**src/rtl/dmem_arbiter.sv**
```systemverilog
// Two-port round-robin arbiter and sequencer for the byte-addressed data memory; B/H stores via read-modify-write.
// Latency: grant->ack 2 cycles (load, word store), 3 (sub-word store), 1 (error); one transaction in flight.
// Backpressure: requesters hold req until ack; the loser waits in IDLE. Optional: MISALIGN_TRAP_EN traps misaligned H/W.
module dmem_arbiter #(
    parameter int SIZE = 12
) (
    input  logic            clk,
    input  logic            rst,
    input  logic            req0,
    input  logic            we0,
    input  logic [2:0]      size0,
    input  logic [SIZE-1:0] addr0,
    input  logic [31:0]     wdata0,
    output logic [31:0]     rdata0,
    output logic            ack0,
    output logic            err0,
    input  logic            req1,
    input  logic            we1,
    input  logic [2:0]      size1,
    input  logic [SIZE-1:0] addr1,
    input  logic [31:0]     wdata1,
    output logic [31:0]     rdata1,
    output logic            ack1,
    output logic            err1,
    output logic [SIZE-1:0] mem_addr,
    output logic [31:0]     mem_dataW,
    input  logic [31:0]     mem_dataR,
    output logic            mem_memR,
    output logic            mem_memW
);

    typedef enum logic [1:0] {IDLE, RD, WR, DONE} state_t;

    // Highest legal start address: the 4-byte access must fit inside memory.
    localparam logic [SIZE-1:0] ADDR_MAX = {{(SIZE-2){1'b1}}, 2'b00};

    state_t          state_q, state_d;
    logic            gnt_q, gnt_d;
    logic            last_q, last_d;
    logic            we_q, we_d;
    logic [2:0]      size_q, size_d;
    logic [SIZE-1:0] addr_q, addr_d;
    logic [31:0]     wdata_q, wdata_d;
    logic            err_q, err_d;
    logic [31:0]     rdata0_q, rdata0_d;
    logic [31:0]     rdata1_q, rdata1_d;
    logic [31:0]     dataw_q, dataw_d;

    logic            sel;
    logic            sel_we;
    logic [2:0]      sel_size;
    logic [SIZE-1:0] sel_addr;
    logic [31:0]     sel_wdata;
    logic            bad_range;
    logic            bad_size;
    logic            misalign;

    function automatic logic [31:0] load_ext(input logic [2:0] sz, input logic [31:0] d);
        case (sz)
            3'b000:  return {{24{d[7]}}, d[7:0]};
            3'b001:  return {{16{d[15]}}, d[15:0]};
            3'b100:  return {24'b0, d[7:0]};
            3'b101:  return {16'b0, d[15:0]};
            default: return d;
        endcase
    endfunction

    function automatic logic [31:0] merge(input logic [2:0] sz, input logic [31:0] d,
                                          input logic [31:0] w);
        case (sz[1:0])
            2'b00:   return {d[31:8], w[7:0]};
            2'b01:   return {d[31:16], w[15:0]};
            default: return w;
        endcase
    endfunction

    always_comb begin
        sel       = (req0 && req1) ? ~last_q : req1;
        sel_we    = sel ? we1    : we0;
        sel_size  = sel ? size1  : size0;
        sel_addr  = sel ? addr1  : addr0;
        sel_wdata = sel ? wdata1 : wdata0;
        bad_range = sel_addr > ADDR_MAX;
        bad_size  = (sel_size == 3'b011) || (sel_size == 3'b110) || (sel_size == 3'b111);
`ifdef MISALIGN_TRAP_EN
        misalign  = ((sel_size[1:0] == 2'b01) && sel_addr[0]) ||
                    ((sel_size == 3'b010) && (sel_addr[1:0] != 2'b00));
`else
        misalign  = 1'b0;
`endif
    end

    always_comb begin
        state_d  = state_q;
        gnt_d    = gnt_q;
        last_d   = last_q;
        we_d     = we_q;
        size_d   = size_q;
        addr_d   = addr_q;
        wdata_d  = wdata_q;
        err_d    = err_q;
        rdata0_d = rdata0_q;
        rdata1_d = rdata1_q;
        dataw_d  = dataw_q;
        case (state_q)
            IDLE: begin
                if (req0 || req1) begin
                    gnt_d   = sel;
                    last_d  = sel;
                    we_d    = sel_we;
                    size_d  = sel_size;
                    addr_d  = sel_addr;
                    wdata_d = sel_wdata;
                    err_d   = bad_range || bad_size || misalign;
                    dataw_d = sel_wdata;
                    if (bad_range || bad_size || misalign) begin
                        state_d = DONE;
                    end else if (sel_we && (sel_size == 3'b010)) begin
                        state_d = WR;
                    end else begin
                        state_d = RD;
                    end
                end
            end
            RD: begin
                // Stores reaching RD are sub-word: merge new bytes into the fetched word.
                if (we_q) begin
                    dataw_d = merge(size_q, mem_dataR, wdata_q);
                    state_d = WR;
                end else begin
                    if (gnt_q) begin
                        rdata1_d = load_ext(size_q, mem_dataR);
                    end else begin
                        rdata0_d = load_ext(size_q, mem_dataR);
                    end
                    state_d = DONE;
                end
            end
            WR:      state_d = DONE;
            DONE:    state_d = IDLE;
            default: state_d = IDLE;
        endcase
    end

    always_ff @(posedge clk or posedge rst) begin
        if (rst) begin
            state_q  <= IDLE;
            gnt_q    <= 1'b0;
            last_q   <= 1'b1;
            we_q     <= 1'b0;
            size_q   <= 3'b000;
            addr_q   <= '0;
            wdata_q  <= 32'h0;
            err_q    <= 1'b0;
            rdata0_q <= 32'h0;
            rdata1_q <= 32'h0;
            dataw_q  <= 32'h0;
        end else begin
            state_q  <= state_d;
            gnt_q    <= gnt_d;
            last_q   <= last_d;
            we_q     <= we_d;
            size_q   <= size_d;
            addr_q   <= addr_d;
            wdata_q  <= wdata_d;
            err_q    <= err_d;
            rdata0_q <= rdata0_d;
            rdata1_q <= rdata1_d;
            dataw_q  <= dataw_d;
        end
    end

    // Strobes decode straight from the state flop so reset drops them immediately.
    assign mem_memR  = (state_q == RD);
    assign mem_memW  = (state_q == WR);
    assign mem_addr  = addr_q;
    assign mem_dataW = dataw_q;
    assign ack0      = (state_q == DONE) && !gnt_q;
    assign ack1      = (state_q == DONE) && gnt_q;
    assign err0      = ack0 && err_q;
    assign err1      = ack1 && err_q;
    assign rdata0    = rdata0_q;
    assign rdata1    = rdata1_q;

endmodule
```
**config.mk**
```make
export PLATFORM = sky130hd
export DESIGN_NAME = dmem_arbiter
export DESIGN_NICKNAME = d
export VERILOG_FILES = /design/src/rtl/dmem_arbiter.sv
export SDC_FILE = /design/constraint.sdc
export NUM_CORES = 1
export LEC_CHECK = 0
export CORE_AREA = 10 10 124 126
export CTS_BUF_LIST = sky130_fd_sc_hd__clkbuf_16
export DETAILED_ROUTE_END_ITERATION = 6
export DIE_AREA = 0 0 134 136
export DONT_BUFFER_PORTS = 1
export PLACE_DENSITY = 0.69
export SLEW_MARGIN = 20
export SYNTH_ARGS = -nofsm -noshare
export SYNTH_HDL_FRONTEND = slang
export SYNTH_SLANG_ARGS = --single-unit
export TNS_END_PERCENT = 30
```
**constraint.sdc**
```tcl
create_clock -name clk -period 13.2 [get_ports clk]
set_clock_uncertainty 0.2 [all_clocks]
set_input_delay 2.64 -clock clk [delete_from_list [all_inputs] [get_ports clk]]
set_output_delay 2.64 -clock clk [all_outputs]
set_load 0.1 [all_outputs]
```
==> flow_metrics.env <==
export IMPL_wl_met2_mm=9.149
export IMPL_grt_max_degree=85
export IMPL_setup_violations=0
export IMPL_die_h_um=136
export IMPL_slew_headroom_pct=28.96
export IMPL_syn_area_per_cell_um2=9.863
export IMPL_die_x_um=134
export IMPL_wire_per_inst_um=21.79
export IMPL_syn_nets=838
export IMPL_rr_worst_depth=6
export IMPL_antenna_found_initial=0
export IMPL_placementRows=42
export IMPL_start_kind="flip-flop"
export IMPL_r2r_end="rdata0[1]$_DFFE_PP0P_"
export IMPL_netlist_area_um2=6924
export IMPL_clk_latency_ps=410
export IMPL_synth_ff_type="dfrtp_1"
export IMPL_gp_congestion=0.7994
export IMPL_highest_layer="met4"
export IMPL_drtPass1Iterations=5
export IMPL_tns_ps=0
export IMPL_numPortBuffers=0
export IMPL_antenna_cells=0
export IMPL_holdPathEnd="wdata_q[29]$_DFFE_PP0P_"
export IMPL_layout_nets=814
export IMPL_ios=246
export IMPL_layout_commonest_cell="nand2_1"
export IMPL_viasPerCell=5.689
export IMPL_drt_iter0_markers=288
export IMPL_drt_wl_total_mm=18.87
export IMPL_cts_max_level=4
export IMPL_critPathRequiredTime_ps=10360
export IMPL_synth_fa_ha_area_share_pct=0.7228
export IMPL_slew_viol_final=0
export IMPL_clock_sinks=149
export IMPL_grt_total_usage_pct=20.46
export IMPL_clock_fmax_mhz=207.9
export IMPL_max_cap_violations=0
export IMPL_finalHoldViolCount=0
export IMPL_drc_errors=0
export IMPL_path_class="flip-flop to output port"
export IMPL_route_met3_wl_mm=2.127
export IMPL_vias=4927
export IMPL_yosysSeqAreaShare_pct=53.87
export IMPL_cts_setup_buffers=0
export IMPL_cts_hold_fix_buffers=0
export IMPL_outcome="completed"
export IMPL_synth_compound_area_share_pct=12.87
export IMPL_tightest_slew_ps=1064
export IMPL_dpl_hpwl_mm=13.94
export IMPL_fin_crit_ps=4811
export IMPL_hold_start="wdata_q[29]$_DFFE_PP0P_"
export IMPL_initial_core_util_pct=53.34
export IMPL_r2r_start="state_q[1]$_DFFE_PP0P_"
export IMPL_drt_met1_wl_mm=7.158
export IMPL_rsz0062_at_grt="no"
export IMPL_cts_tree="yes"
export IMPL_dieArea_um2=18220
export IMPL_synth_edf_count=0
export IMPL_drive_gt1_share_pct=14.06
export IMPL_clk_pin_slew_worst_paths_ps=60
export IMPL_synth_xor_area_share_pct=0
export IMPL_yosys_warnings=0
export IMPL_cts_buffers=17
export IMPL_synth_seq_cells=149
export IMPL_core_area_um2=12980
export IMPL_grt_pass1_wl_mm=29.35
export IMPL_mostFrequentLayoutCells="nand2_1, dfrtp_1, o21ai_0, a21oi_1"
export IMPL_synthMuxAreaShare_pct=14.69
export IMPL_cts_repair_resized=0
export IMPL_min_period_over_period_pct=36.44
export IMPL_detail_route_antenna_nets=0
export IMPL_hold_class="flip-flop to flip-flop"
export IMPL_netlist_instances=702
export IMPL_yosysUniqueCellTypes=38
export IMPL_cts_root_buf="clkbuf_16"
export IMPL_gr_total_overflow=0
export IMPL_worstPathMaxFanout=4
export IMPL_endpoint_kind="output port"
export IMPL_reg2reg_slack_ps=9950
export IMPL_async_reset_ff_share_pct=100.0
export IMPL_yosys_area_share_simple_pct=14.02
export IMPL_syn_to_final_growth_pct=9.360
export IMPL_grt_pass1_vias=5257
export IMPL_hold_depth=2
export IMPL_synth_top_family_by_area="multiplexers"
export IMPL_clockBufferDepth=2
export IMPL_arrival_ps=1970
==> Yosys cell counts, types with 2 or more instances <==
| master | number | share of area [%] |
|---|---|---|
| nor4bb_1 | 2 | 0.29 |
| a21oi_1 | 49 | 3.5 |
| nor3_1 | 3 | 0.22 |
| a31oi_1 | 18 | 1.6 |
| nor4_1 | 4 | 0.36 |
| mux2_2 | 33 | 5.4 |
| clkbuf_1 | 21 | 1.1 |
| buf_2 | 22 | 1.6 |
| inv_1 | 3 | 0.16 |
| buf_6 | 5 | 0.81 |
| nor2_1 | 43 | 2.3 |
| mux2i_1 | 42 | 6.1 |
| mux2_4 | 15 | 3.3 |
| dfrtp_1 | 148 | 53 |
| ha_1 | 4 | 0.72 |
| nor2b_1 | 3 | 0.27 |
| nand2_1 | 172 | 9.3 |
| nand4_1 | 4 | 0.36 |
| o21ai_0 | 82 | 5.9 |
| o21ai_1 | 10 | 0.72 |
| o211ai_1 | 2 | 0.22 |
==> through the flow <==
stage	hold WS [ps]	setup slack (ps)	cells	utilization [%]	instance area (um^2)
2_1_floorplan	245.4	6354	702	-	6924
3_3_place_gp	256.5	8402	835	53.81	6984
3_5_place_dp	262.3	8324	835	53.81	6984
4_1_cts	276.9	8362	866	58.34	7572
5_1_grt	295.6	8292	866	58.34	7572
6_report	273.3	8389	866	58.34	7572
==> worst max-delay path by stage <==
stage / from / end / slack (ps) / depth (start not counted)
after detailed placement: req1 / mem_dataW[1]$_DFFE_PP0P_ / 8320 / 4
after global placement: req1 / mem_dataW[3]$_DFFE_PP0P_ / 8400 / 4
after global routing: state_q[0]$_DFFE_PP0P_ / ack0 / 8290 / 2
after CTS: state_q[0]$_DFFE_PP0P_ / err0 / 8360 / 3
final: state_q[0]$_DFFE_PP0P_ / err0 / 8390 / 3
after floorplan: rst / err_q$_DFFE_PP0P_ / 6350 / 1
==> critical path: stages (launching register included) <==
cell	delay [ps]
dfrtp_1	440
ha_1	240
nand2_1	80
nor2_2	810
==> cells by family (layout without fill, tap and decap cells) <==
kind of cell / Yosys count / in the layout
buf+inv: 53 / 41
flops: 149 / 149
simple gates: 238 / 238
fa+ha+maj: 4 / 4
compound gates: 168 / 168
mux: 90 / 90
==> layout make-up <==
| type | instances | area (um^2) |
|---|---|---|
| clock buffer | 17 | 425.4 |
| clock inverter | 14 | 162.7 |
| fill | 1128 | 5408 |
| inverter | 3 | 16.27 |
| multi-input combinational | 500 | 2965 |
| sequential | 149 | 3730 |
| tap | 176 | 220.2 |
| timing repair buffer | 7 | 52.55 |
==> metal layers <==
layer	GRT usage [%]	up-vias
met3	9.114	26
met1	23.43	2350
met2	32.76	212
met5	0	-
met4	8.767	0
li1	-	2339
==> state kept, by name, summed over array words and instances (netlist names) <==
register,count
last_q,1
rdata1,32
rdata0,32
size_q,3
we_q,1
wdata_q,32
state_q,2
mem_dataW,32
gnt_q,1
err_q,1
mem_addr,12
Power is not shown: default switching activity piles up to over one toggle a cycle in this logic, so the estimate is an artifact.
